## src/rtl/ah_encoder_20_10.sv

```systemverilog
// Round-robin request encoder: grants one of NUM_CLIENTS requesters and registers
// {client index, client offset} as an egress field behind a valid/ready handshake.
module ah_encoder_20_10 #(
  parameter int unsigned NUM_CLIENTS = 20,
  parameter int unsigned FIELD_W     = 10,
  parameter int unsigned OFFSET_W    = 5,
  parameter int unsigned IDX_W       = 5
) (
  input  logic                            clk,
  input  logic                            rst_n,
  input  logic [NUM_CLIENTS-1:0]          client_req,
  input  logic [NUM_CLIENTS*OFFSET_W-1:0] client_offset,
  output logic [NUM_CLIENTS-1:0]          client_gnt,
  output logic                            egress_valid,
  input  logic                            egress_ready,
  output logic [FIELD_W-1:0]              egress_pkt_field,
  output logic [IDX_W-1:0]                egress_client_idx,
  output logic                            enc_busy
);

  typedef enum logic {ST_EMPTY, ST_FULL} state_e;

  state_e               state_q, state_d;
  logic [IDX_W-1:0]     ptr_q, ptr_d;
  logic [IDX_W-1:0]     idx_q, idx_d;
  logic [FIELD_W-1:0]   field_q, field_d;
  logic [IDX_W-1:0]     win;
  logic [IDX_W:0]       cand;
  logic                 found;
  logic                 load;
  logic [OFFSET_W-1:0]  offs [NUM_CLIENTS];

  for (genvar g = 0; g < NUM_CLIENTS; g++) begin : g_offs
    assign offs[g] = client_offset[g*OFFSET_W +: OFFSET_W];
  end

  // Scan from the pointer upward, wrapping modulo NUM_CLIENTS; first hit wins.
  always_comb begin
    win   = '0;
    found = 1'b0;
    cand  = '0;
    for (int unsigned k = 0; k < NUM_CLIENTS; k++) begin
      cand = {1'b0, ptr_q} + (IDX_W+1)'(k);
      if (cand >= (IDX_W+1)'(NUM_CLIENTS)) cand = cand - (IDX_W+1)'(NUM_CLIENTS);
      if (!found && client_req[cand[IDX_W-1:0]]) begin
        found = 1'b1;
        win   = cand[IDX_W-1:0];
      end
    end
  end

  // rst_n gating keeps the combinational grant quiet while reset is held.
  assign load = rst_n && found && ((state_q == ST_EMPTY) || egress_ready);

  always_comb begin
    state_d    = state_q;
    ptr_d      = ptr_q;
    idx_d      = idx_q;
    field_d    = field_q;
    client_gnt = '0;
    if (load) begin
      client_gnt[win]           = 1'b1;
      state_d                   = ST_FULL;
      idx_d                     = win;
      field_d                   = '0;
      field_d[OFFSET_W +: IDX_W] = win;
      field_d[OFFSET_W-1:0]     = offs[win];
      ptr_d = (win == IDX_W'(NUM_CLIENTS-1)) ? '0 : win + 1'b1;
    end else if (state_q == ST_FULL && egress_ready) begin
      state_d = ST_EMPTY;
    end
  end

  always_ff @(posedge clk or negedge rst_n) begin
    if (!rst_n) begin
      state_q <= ST_EMPTY;
      ptr_q   <= '0;
      idx_q   <= '0;
      field_q <= '0;
    end else begin
      state_q <= state_d;
      ptr_q   <= ptr_d;
      idx_q   <= idx_d;
      field_q <= field_d;
    end
  end

  assign egress_valid      = (state_q == ST_FULL);
  assign enc_busy          = (state_q == ST_FULL) && !egress_ready;
  assign egress_pkt_field  = field_q;
  assign egress_client_idx = idx_q;

endmodule

```

## config.mk

```make
export PLATFORM = sky130hd
export DESIGN_NAME = ah_encoder_20_10
export DESIGN_NICKNAME = d
export VERILOG_FILES = /design/src/rtl/ah_encoder_20_10.sv
export SDC_FILE = /design/constraint.sdc
export NUM_CORES = 1
export LEC_CHECK = 0
export BUFFER_PORTS_ARGS = -buffer_cell sky130_fd_sc_hd__buf_2
export CAP_MARGIN = 25
export CORE_MARGIN = 2
export CORE_UTILIZATION = 63
export DETAILED_ROUTE_END_ITERATION = 12
export GPL_TIMING_DRIVEN = 0
export PLACE_DENSITY_LB_ADDON = 0.3
export SYNTH_ARGS = -nofsm -noshare
export SYNTH_HDL_FRONTEND = slang
export SYNTH_SLANG_ARGS = --single-unit
```

## constraint.sdc

```tcl
create_clock -name clk -period 15.6 [get_ports clk]
set_input_delay 1.56 -clock clk [delete_from_list [all_inputs] [get_ports clk]]
set_output_delay 1.56 -clock clk [all_outputs]
set_load 0.005 [all_outputs]
```

---- Word level (Yosys, flattened, before mapping) ----
Cells that the tools add are included.
word-level totals
  bits of input ports ..................... 123
  latch bits .............................. 0
  memories ................................ 0
  memory bits (writable) .................. 0
  flip-flop bits (word level) ............. 21
  output and inout port bits .............. 37
  ROM bits ................................ 0
operators by class
  muxes and demuxes ....................... 109
  equality and inequality tests ........... 1
  reductions and logical operators ........ 46
  $add $sub $neg .......................... 40
  shifts and indexed selects .............. 0
  order comparisons ....................... 43
  bitwise gates (word level) .............. 2
  div/mod/pow operators ................... 0
  multiply operators ...................... 0
operators with widths
  kind                 count
  $mux 5               43
  $lt 5x6->1 const B   21
  $ge 6x5->1 const B   19
  $bmux 1 s5           20
  $sub 5x5->5 const B  20
  $add 5x4->6 const B  8
  $mux 1               43
  $bmux 5 s5           1
  $add 5x3->6 const B  4
  $add 5x5->6 const B  4
  $logic_and 1x1->1    24
  $logic_not 1->1      20
  $mux 20              1
  $add 5x2->6 const B  2
  $add 5x1->6 const B  1
  $ge 6x6->1 const B   1
  $not 5->6            1
  $add 5x1->5 const B  1
  $demux 1 s5          1
  $eq 5x5->1 const B   1
  $ge 5x1->1 const B   1
  $ge 5x5->1 const B   1
  $reduce_bool 2->1    1
  $logic_or 1x1->1     1
  $not 1->1            1

---- Depth between registers and ports, before layout ----
Gate-level depths: netlist of run 1.
  depth in word-level cells ............... 67
  gate-level depth with buffers ........... 32

---- Worst setup path before layout of run 1 ----
Ideal clock, no wire load.
  path type ............................... register -> output
  start ................................... register ptr_q[1]
  end ..................................... output client_gnt[19]
  setup slack ............................. 7.948 ns
  data required time ...................... 14.040 ns
  stages on the path, launching flop included .. 29
  path buffers ............................ 8
  arrival ................................. 6.092 ns
  cell sequence ........................... dfrtp_1 buf_4 buf_2 buf_1 inv_1 ha_1 buf_2 xor2_1 buf_2 inv_1 ha_1 nand2_1 nand2_1 a31oi_1 mux2i_2 mux2i_1 a221oi_1 nand4_1 nor4_4 and4_1 a311oi_1 a21o_1 buf_6 buf_6 buf_6 inv_1 ha_1 nand2_1 nor3_1
on the way
  longest elaborated chain between the ends .. 67
  elaborated cells on any way between the ends .. 205
  classes of those cells .................. add/sub: 39; order compare: 22; mux: 103; reduce/logical: 41
RTL lines
  element                                                                RTL line  source
  from (decl)                                                            24        logic [IDX_W-1:0] ptr_q, ptr_d;
  from (signal assigned)                                                 82        ptr_q <= ptr_d;
  parallel branches: the longest is 61 deep, another holds $add 5x1->6   --
  $mux 5 *                                                               45        if (!found && client_req[cand[IDX_W-1:0]]) begin
  named net win[1]                                                       27        logic [IDX_W-1:0] win;
  $lt 5x6->1 (implied by the code) / $ge 5x1->1 (equally long branches)  62        client_gnt[win] = 1'b1;
  $logic_and 1x1->1 (implied by the code)                                62
  $mux 1 (implied by the code)                                           62
  $demux 1 s5 *                                                          62
  $mux 20 *                                                              61        if (load) begin
  to (decl)                                                              13        output logic [NUM_CLIENTS-1:0] client_gnt,
Mark *: on every way through the listed nets, which the timed path passes. The select of a mux whose other input is x is not followed.

---- Final worst setup path of run 1 ----
  start ................................... register ptr_q[1]
  end ..................................... output client_gnt[0]
on the way
  longest elaborated chain between the ends .. 67
  elaborated cells on any way between the ends .. 205
  classes of those cells .................. add/sub: 39; order compare: 22; mux: 103; reduce/logical: 41
RTL lines
  element                                                               RTL line
  parallel branches: the longest is 66 deep, another holds $add 5x1->6  --
  $mux 20 *                                                             61
Mark *: on every way between the ends. The select of a mux whose other input is x is not followed.

==> metrics list, run 1 <==
* Hpwl dp: 25900 um
- From bottom edge to top edge, the die measures 115 um.
- Fraction of final layout cells sized beyond drive strength 1: 0.219
- The synthesized design contains 16 register bits.
- Full die area: 13200 um^2
- Across the run, the number of max-cap violations was 0.
- Highest-count cells in the layout ignoring fill and taps: 178 x buf_2, 102 x nand2_1, 84 x mux2i_1, 82 x nor2_1
* CTS Hold Buffers Added: 0
* Outcome: completed
- CP Launch Point: ptr_q[1]
* Iteration-0 DRC Markers: 1684
* ANT cells: 0
- Max-slew violation count: 0
- Row count: 40
- In the final timing run, aggregate negative setup slack is 0 ns.
* EDFF count, synth: 0
- The final hold violation count was 0.
* Type of the worst min-delay path: flip-flop to flip-flop
- The setup check on the worst reg-to-reg path leaves a slack of 6.36 ns.
- Startpoint type of the worst setup path: flip-flop
- CTS tree: built
* Post-CTS Resized: 0
* Worst-skew pair later-pin latency: 0.25 ns
- Timing would allow up to 0.0933 GHz.
- Number of setup buffers added after CTS: 0
- The tree is rooted in a clkbuf_16.
- Critical Path RT: 14.04 ns
- Most common library cell in the layout ignoring fill and taps: buf_2
* Yosys warnings: 0
- Final Routed Wirelength: 33700 um
- Crit Path Class: flip-flop to output port
- Clock tree synthesis inserted a total of 3 buffers.
* Finished Core Util: 0.736
- Number of standard cells in the layout, taps in and fillers out: 1382
- Averaged over all synthesized cells, the footprint is 7.25 um^2.
- The net count of the finished layout is 1401.
* Layout Skew: 0.00100 ns
* Routability-driven placement congestion ratio: 1.10
- In this run, distinct cell masters in the synthesized netlist total 98.
- STA classifies the critical path endpoint as an output port.
- Starting Density: 0.646
- In this run the deepest clock path goes through 2 buffers.
- The share of the Yosys chip area taken by registers is 0.0516.
- Async S/R FF share, synth: 1.00
- Total grt overflow: 0
- Synthesis produced a netlist whose cell count is 1070.
- Final period demand of the worst path: 10.71 ns
* 1st-pass router iterations: 7
- The number of nets handed over by synthesis was 1235.
- Global-route wire length before repair: 49700 um
- Area growth from synthesis to layout: 13.9%
* Placed Cells incl. Taps: 1376
- In this run the tightest slew margin relative to its limit is 0.181.
- Final setup violation count: 0
* Global Route Usage Sum: 0.485
* Prevailing post-synth register cell: dfrtp_1
- The floorplan step defined a core boundary enclosing 12000 um^2.
- Number of global-route vias before repair: 8928
- # port buffers: 159
- Share of the cycle needed by the critical path after routing: 0.687
* Smallest hold slack: 0.515 ns
* DRC violation count after routing: 0
* Transition at the pin with the smallest max-transition slack: 1.23 ns
- Critical path fanouts, max: 11
- The synthesized netlist occupies a cell area of 7750 um^2.
- Total via count in the routed design: 10.3k
- Unrepaired setup endpoints after global routing: no
* Largest net degree at the start of global routing: 18
* CP Data Arrival Time: 9.15 ns
- In this run the number of H-tree levels came out at 1.
- Reg2reg path depth: 25
- Of the post-synthesis cell area, the dominant cell type holds 0.108.
- Worst reg2reg path endpoint: egress_pkt_field[3]
- The floorplan step set the die width to 115 um.
- During I/O placement, the number of pins put on the boundary was 160.
- Average wire per standard cell: 24.4 um
- Num Clock Sinks: 16
- Initial antenna violation count: 1
- The count of nets left with antenna violations once routing finished came out at 0.
* Clock transition at the registers of the reported paths: 0.05 ns
- Largest cells by area after synthesis: mux2i_1 11%, ha_1 6.6%, dfrtp_1 5.2%, nand2_1 4.9%, mux4_2 4.6%
* Cell type with the highest aggregate area in the netlist: mux2i_1
* Endpoint of the most critical setup path: client_gnt[0]
- After detailed routing, the number of vias per cell comes to 7.43.
- Beginning of the worst register-to-register path: ptr_q[1]
state kept, by name, summed over array words and instances (netlist names):
signal / cells
ptr_q: 5
egress_valid: 1
egress_client_idx: 5
egress_pkt_field: 5
worst min path at each step:
| stage | start | to | slack (ns) | cells after the start |
|---|---|---|---|---|
| after floorplan | egress_client_idx[4] | egress_client_idx[4] | 0.49 | 2 |
| after global placement | egress_client_idx[0] | egress_client_idx[0] | 0.50 | 2 |
| after detailed placement | egress_client_idx[4] | egress_client_idx[4] | 0.50 | 2 |
| after CTS | egress_client_idx[0] | egress_client_idx[0] | 0.52 | 2 |
| after global routing | egress_client_idx[4] | egress_client_idx[4] | 0.57 | 2 |
| final | egress_client_idx[0] | egress_client_idx[0] | 0.52 | 2 |
Yosys cell counts (10+ instances only):
master / instances
mux4_2: 16
a21oi_1: 53
nand3_1: 33
a22oi_1: 11
o21ai_0: 53
and2_1: 10
nor4_1: 11
buf_2: 19
nand4_1: 10
buf_4: 12
clkbuf_1: 31
ha_1: 41
or3_1: 10
and3_1: 13
o211ai_1: 18
a21boi_0: 10
a21o_1: 11
dfrtp_1: 16
nand2b_1: 15
a211oi_1: 35
nor2b_1: 19
nand2_1: 102
nor2_1: 82
mux2i_1: 84
a31oi_1: 20
inv_1: 34
mux2_2: 13
xnor2_1: 25
nor3_1: 40
layer usage:
metal  wire, um  GRT usage  part of all wire
met1      12900      0.657              0.38
met2      13700      0.695              0.41
met3       5440      0.181              0.16
met4       1690      0.194             0.050
met5          0          0                 0
metrics by stage:
step | area, um^2 | setup slack, ns
2_1_floorplan | 7750 | 7.95
3_3_place_gp | 8730 | 5.83
3_5_place_dp | 8730 | 5.72
4_1_cts | 8820 | 5.44
5_1_grt | 8840 | 4.59
6_report | 8840 | 4.89
critical path, stage by stage, from the launching register on:
cell and delay [ns]:
dfrtp_1 0.55, buf_4 0.31, buf_2 0.30, buf_1 0.44
inv_1 0.42, ha_1 0.31, buf_2 0.19, xor2_1 0.38
buf_2 0.35, inv_1 0.11, ha_1 0.20, nand2_1 0.05
nand2_1 0.05, a31oi_1 0.39, mux2i_2 0.51, mux2i_1 0.19
a221oi_1 1.06, nand4_1 0.30, nor4_4 0.48, nand4_1 0.32
o2111ai_1 0.86, nor3b_2 0.77, nor2b_1 0.21, buf_2 0.12
area by class of cell:
cell class              instances  area [um^2]
repair buffers                161          808
multi-input cells             941         6830
well taps                     147          184
fillers                      1036         3180
clock buffers                   4         88.8
plain buffers                  70          362
inverters                      43          161
flip-flops and latches         16          400
logic make-up after synthesis:
kind of cell	share of synthesized area
fa+ha+maj	0.0687
simple gates	0.277
mux	0.176
xor+xnor	0.0347
flops	0.0516
compound gates	0.325
buf+inv	0.0674
Power of run 1 is not shown: default switching activity piles up to over one toggle a cycle in this logic, so the estimate is an artifact.
==> run 2: changes to the inputs <==
--- a/config.mk
+++ b/config.mk
@@ -5,10 +5,11 @@
 export SDC_FILE = /design/constraint.sdc
 export NUM_CORES = 1
 export LEC_CHECK = 0
+export ABC_AREA = 1
 export BUFFER_PORTS_ARGS = -buffer_cell sky130_fd_sc_hd__buf_2
 export CAP_MARGIN = 25
 export CORE_MARGIN = 2
-export CORE_UTILIZATION = 63
+export CORE_UTILIZATION = 52
 export DETAILED_ROUTE_END_ITERATION = 12
 export GPL_TIMING_DRIVEN = 0
 export PLACE_DENSITY_LB_ADDON = 0.3
==> constraint.sdc (replaced) <==
create_clock -name clk -period 9.3 [get_ports clk]
set_input_delay 0.93 -clock clk [delete_from_list [all_inputs] [get_ports clk]]
set_output_delay 0.93 -clock clk [all_outputs]
set_load 0.005 [all_outputs]
==> run 2 against run 1 <==
Wire length is 23% lower. Global-route usage fell by 13 points. Cell count increased by 19%. Die area rose by 9.3%. Critical endpoint is now client_gnt[7]. Highest routed layer unchanged.
==> metrics list, run 2 <==
* Max Buffers Root-to-Sink: 2
- Row count: 42
* # port buffers: 159
- After synthesis, the share of flip-flops with an asynchronous set or reset is 1.00.
* Number of hold-slack violations in the final timing report: 0
- Dividing the synthesized area by the synthesized cell count gives 5.36 um^2.
* Critical Path RT: 8.37 ns
- Total grt overflow: 0
- Outcome: completed
* Reg2reg path depth: 33
- Routability-driven placement congestion ratio: 0.988
* Num Clock Sinks: 16
* Die span in y: 120 um
* Yosys warnings: 0
* Post-place instance area: 8040 um^2
- Max-slew violation count: 0
- The most common cell in the synthesized netlist is nand2_1.
- For this run, the post-layout net count is 1640.
- The number of antenna violations at the first check in global routing is 0.
- The area growth from synthesis to layout is 16.0%.
* Smallest hold slack: 0.517 ns
- Final setup violation count: 0
* Cell count after synthesis: 1309
* Cell type with the highest aggregate area in the netlist: nand2_1
- CTS tree: built
* Transition at the pin with the smallest max-transition slack: 0.976 ns
* Most common library cell in the layout ignoring fill and taps: nand2_1
- 1st-pass router iterations: 8
* Crit Path Class: flip-flop to output port
- Among cell families on the critical path, the largest total delay comes from simple AND/OR/NAND/NOR gates.
- The number of hold buffers added after CTS was 0.
- The detail route stage leaves a number of antenna-violating nets equal to 0.
- The worst setup path is launched from a flip-flop.
* Largest net degree at the start of global routing: 18
* Headroom to the max-slew limit: 0.343
- For this block, the initial DRC count from the detailed router was 918.
- The worst hold path terminates at egress_pkt_field[4].
- Final period demand of the worst path: 7.54 ns
- On the final layout, the worst clock skew is 0.00219 ns.
- Min-delay src: egress_pkt_field[4]
- The floorplan step set the die width to 120 um.
- Type of element capturing the critical path: output port
- The most numerous cell type found on the critical path is buf_2.
- STA puts the critical path data arrival time at 6.61 ns.
* Cell types with the highest counts after synthesis: 421 x nand2_1, 187 x nand3_1, 164 x inv_1
* Portion of the post-synthesis area used by sequential elements: 0.0570
* Prevailing post-synth register cell: dfrtp_1
* Highest-count cells in the layout ignoring fill and taps: 421 x nand2_1, 187 x nand3_1, 180 x buf_2, 164 x inv_1, 100 x nor2_1
- Vias per cell: 5.49
* Beginning of the worst register-to-register path: ptr_q[1]
- In the routed design, unresolved DRC markers number 0.
- Post-CTS timing repair inserted 0 buffers for setup.
- Number of global-route vias before repair: 8200
- Setup total negative slack on the finished layout was measured at 0 ns.
- Detailed placement ended at an HPWL of 21600 um.
- EDFF count, synth: 0
* Worst-skew pair later-pin latency: 0.24 ns
* Worst reg2reg setup slack: 2.79 ns
* Share of the cycle needed by the critical path after routing: 0.811
* Final Routed Wirelength: 25900 um
- Total via count in the routed design: 9056
* Synth Net Count: 1474
* Maximum Capacitance Violations: 0
* Clock transition at the registers of the reported paths: 0.05 ns
- Static timing analysis puts the maximum clock frequency at 0.133 GHz.
* Largest cells by area after synthesis: nand2_1 23%, nand3_1 13%, inv_1 8.8%, ha_1 7.3%, dfrtp_1 5.7%
* Post-CTS Resized: 0
- The share of synthesized area in the top cell type comes to 0.225.
* Mapped Area: 7020 um^2
* Core region area: 13200 um^2
- Maximum single-stage delay on the critical path: 0.48 ns
- Synth cell types: 59
- Slowest stage cell, crit path: dfrtp_1
- For this run, the total global-route usage over all layers was measured as 0.352.
* Unrepaired setup endpoints after global routing: no
- TritonCTS created 3 clock buffers.
* ANT cells: 0
- Along the worst hold path, the cell count comes to 2.
- Full die area: 14400 um^2
- Worst path buffer plus inverter count: 11
* Number of storage elements in the synthesis netlist: 16
- Global-route wire length before repair: 41000 um
- The tree is rooted in a clkbuf_16.
* Fraction of final layout cells sized beyond drive strength 1: 0.213
- The tightest min-delay check is of the flip-flop to flip-flop type.
* Finished Core Util: 0.617
- Average wire per standard cell: 15.7 um
* Critical path fanouts, max: 14
* Starting Density: 0.532
* I/O pins: 160
* Worst reg2reg path endpoint: egress_pkt_field[3]
- Once layout is done, the placed cells without fillers occupy 8140 um^2.
- In this run the number of H-tree levels came out at 1.
## run 2: cell count changes in the layout (fill, tap and decap cells not counted), moves of 19 or more
cell / before / now
a211oi_1: 35 / 2
a21oi_1: 53 / 28
clkbuf_1: 31 / 2
inv_1: 34 / 164
mux2i_1: 84 / 0
nand2_1: 102 / 421
nand2_2: 0 / 27
nand3_1: 33 / 187
nor2b_1: 19 / 0
nor3_1: 40 / 8
o21ai_0: 53 / 72
o21ai_1: 5 / 27
## run 2: worst max path at each step
stage,slack [ns],depth (start not counted),startpoint,endpoint
finish,1.76,32,ptr_q[1],client_gnt[7]
global route,1.41,32,ptr_q[1],client_gnt[11]
CTS,1.94,32,ptr_q[1],client_gnt[7]
detailed placement,2.21,32,ptr_q[1],client_gnt[7]
global placement,2.26,30,ptr_q[1],client_gnt[7]
floorplan,3.47,35,ptr_q[1],client_gnt[11]
## run 2: per-stage QoR
step / cells / setup WS [ns]
final: 1650 / 1.76
after global routing: 1650 / 1.41
after CTS: 1648 / 1.94
after detailed placement: 1644 / 2.21
after global placement: 1644 / 2.26
after floorplan: 1309 / 3.47
## run 2: kinds of logic (layout without fill, tap and decap cells)
logic type,Yosys count,in the layout,share of synthesized area
XOR/XNOR,29,29,0.0410
flip-flops,16,16,0.0570
buffers and inverters,238,403,0.149
AO/OA/AOI/OAI,182,182,0.157
AND/OR/NAND/NOR,802,802,0.520
adder cells (fa/ha/maj),42,42,0.0759
## run 2: layer usage
metal / wire length [um] / vias to the layer above / track usage
met4: 1080 / 0 / 0.138
met1: 10600 / 4018 / 0.443
li1: - / 4541 / -
met3: 2170 / 65 / 0.0467
met2: 12000 / 432 / 0.607
met5: 0 / - / 0
## run 2: layout make-up
| type | instances | area, um^2 |
|---|---|---|
| Timing Repair Buffer | 161 | 811 |
| Clock buffer | 4 | 88.8 |
| Inverter | 193 | 724 |
| Multi-Input combinational cell | 1055 | 5570 |
| Sequential cell | 16 | 400 |
| Buffer | 45 | 323 |
| Tap cell | 176 | 220 |
| Fill cell | 1402 | 5050 |
## run 2: tightest hold or removal path: stages (launching register included)
cell and delay [ns]:
dfrtp_1 0.35, nand2_1 0.07, nand2_1 0.06
Power of run 2 is left out for the same reason.
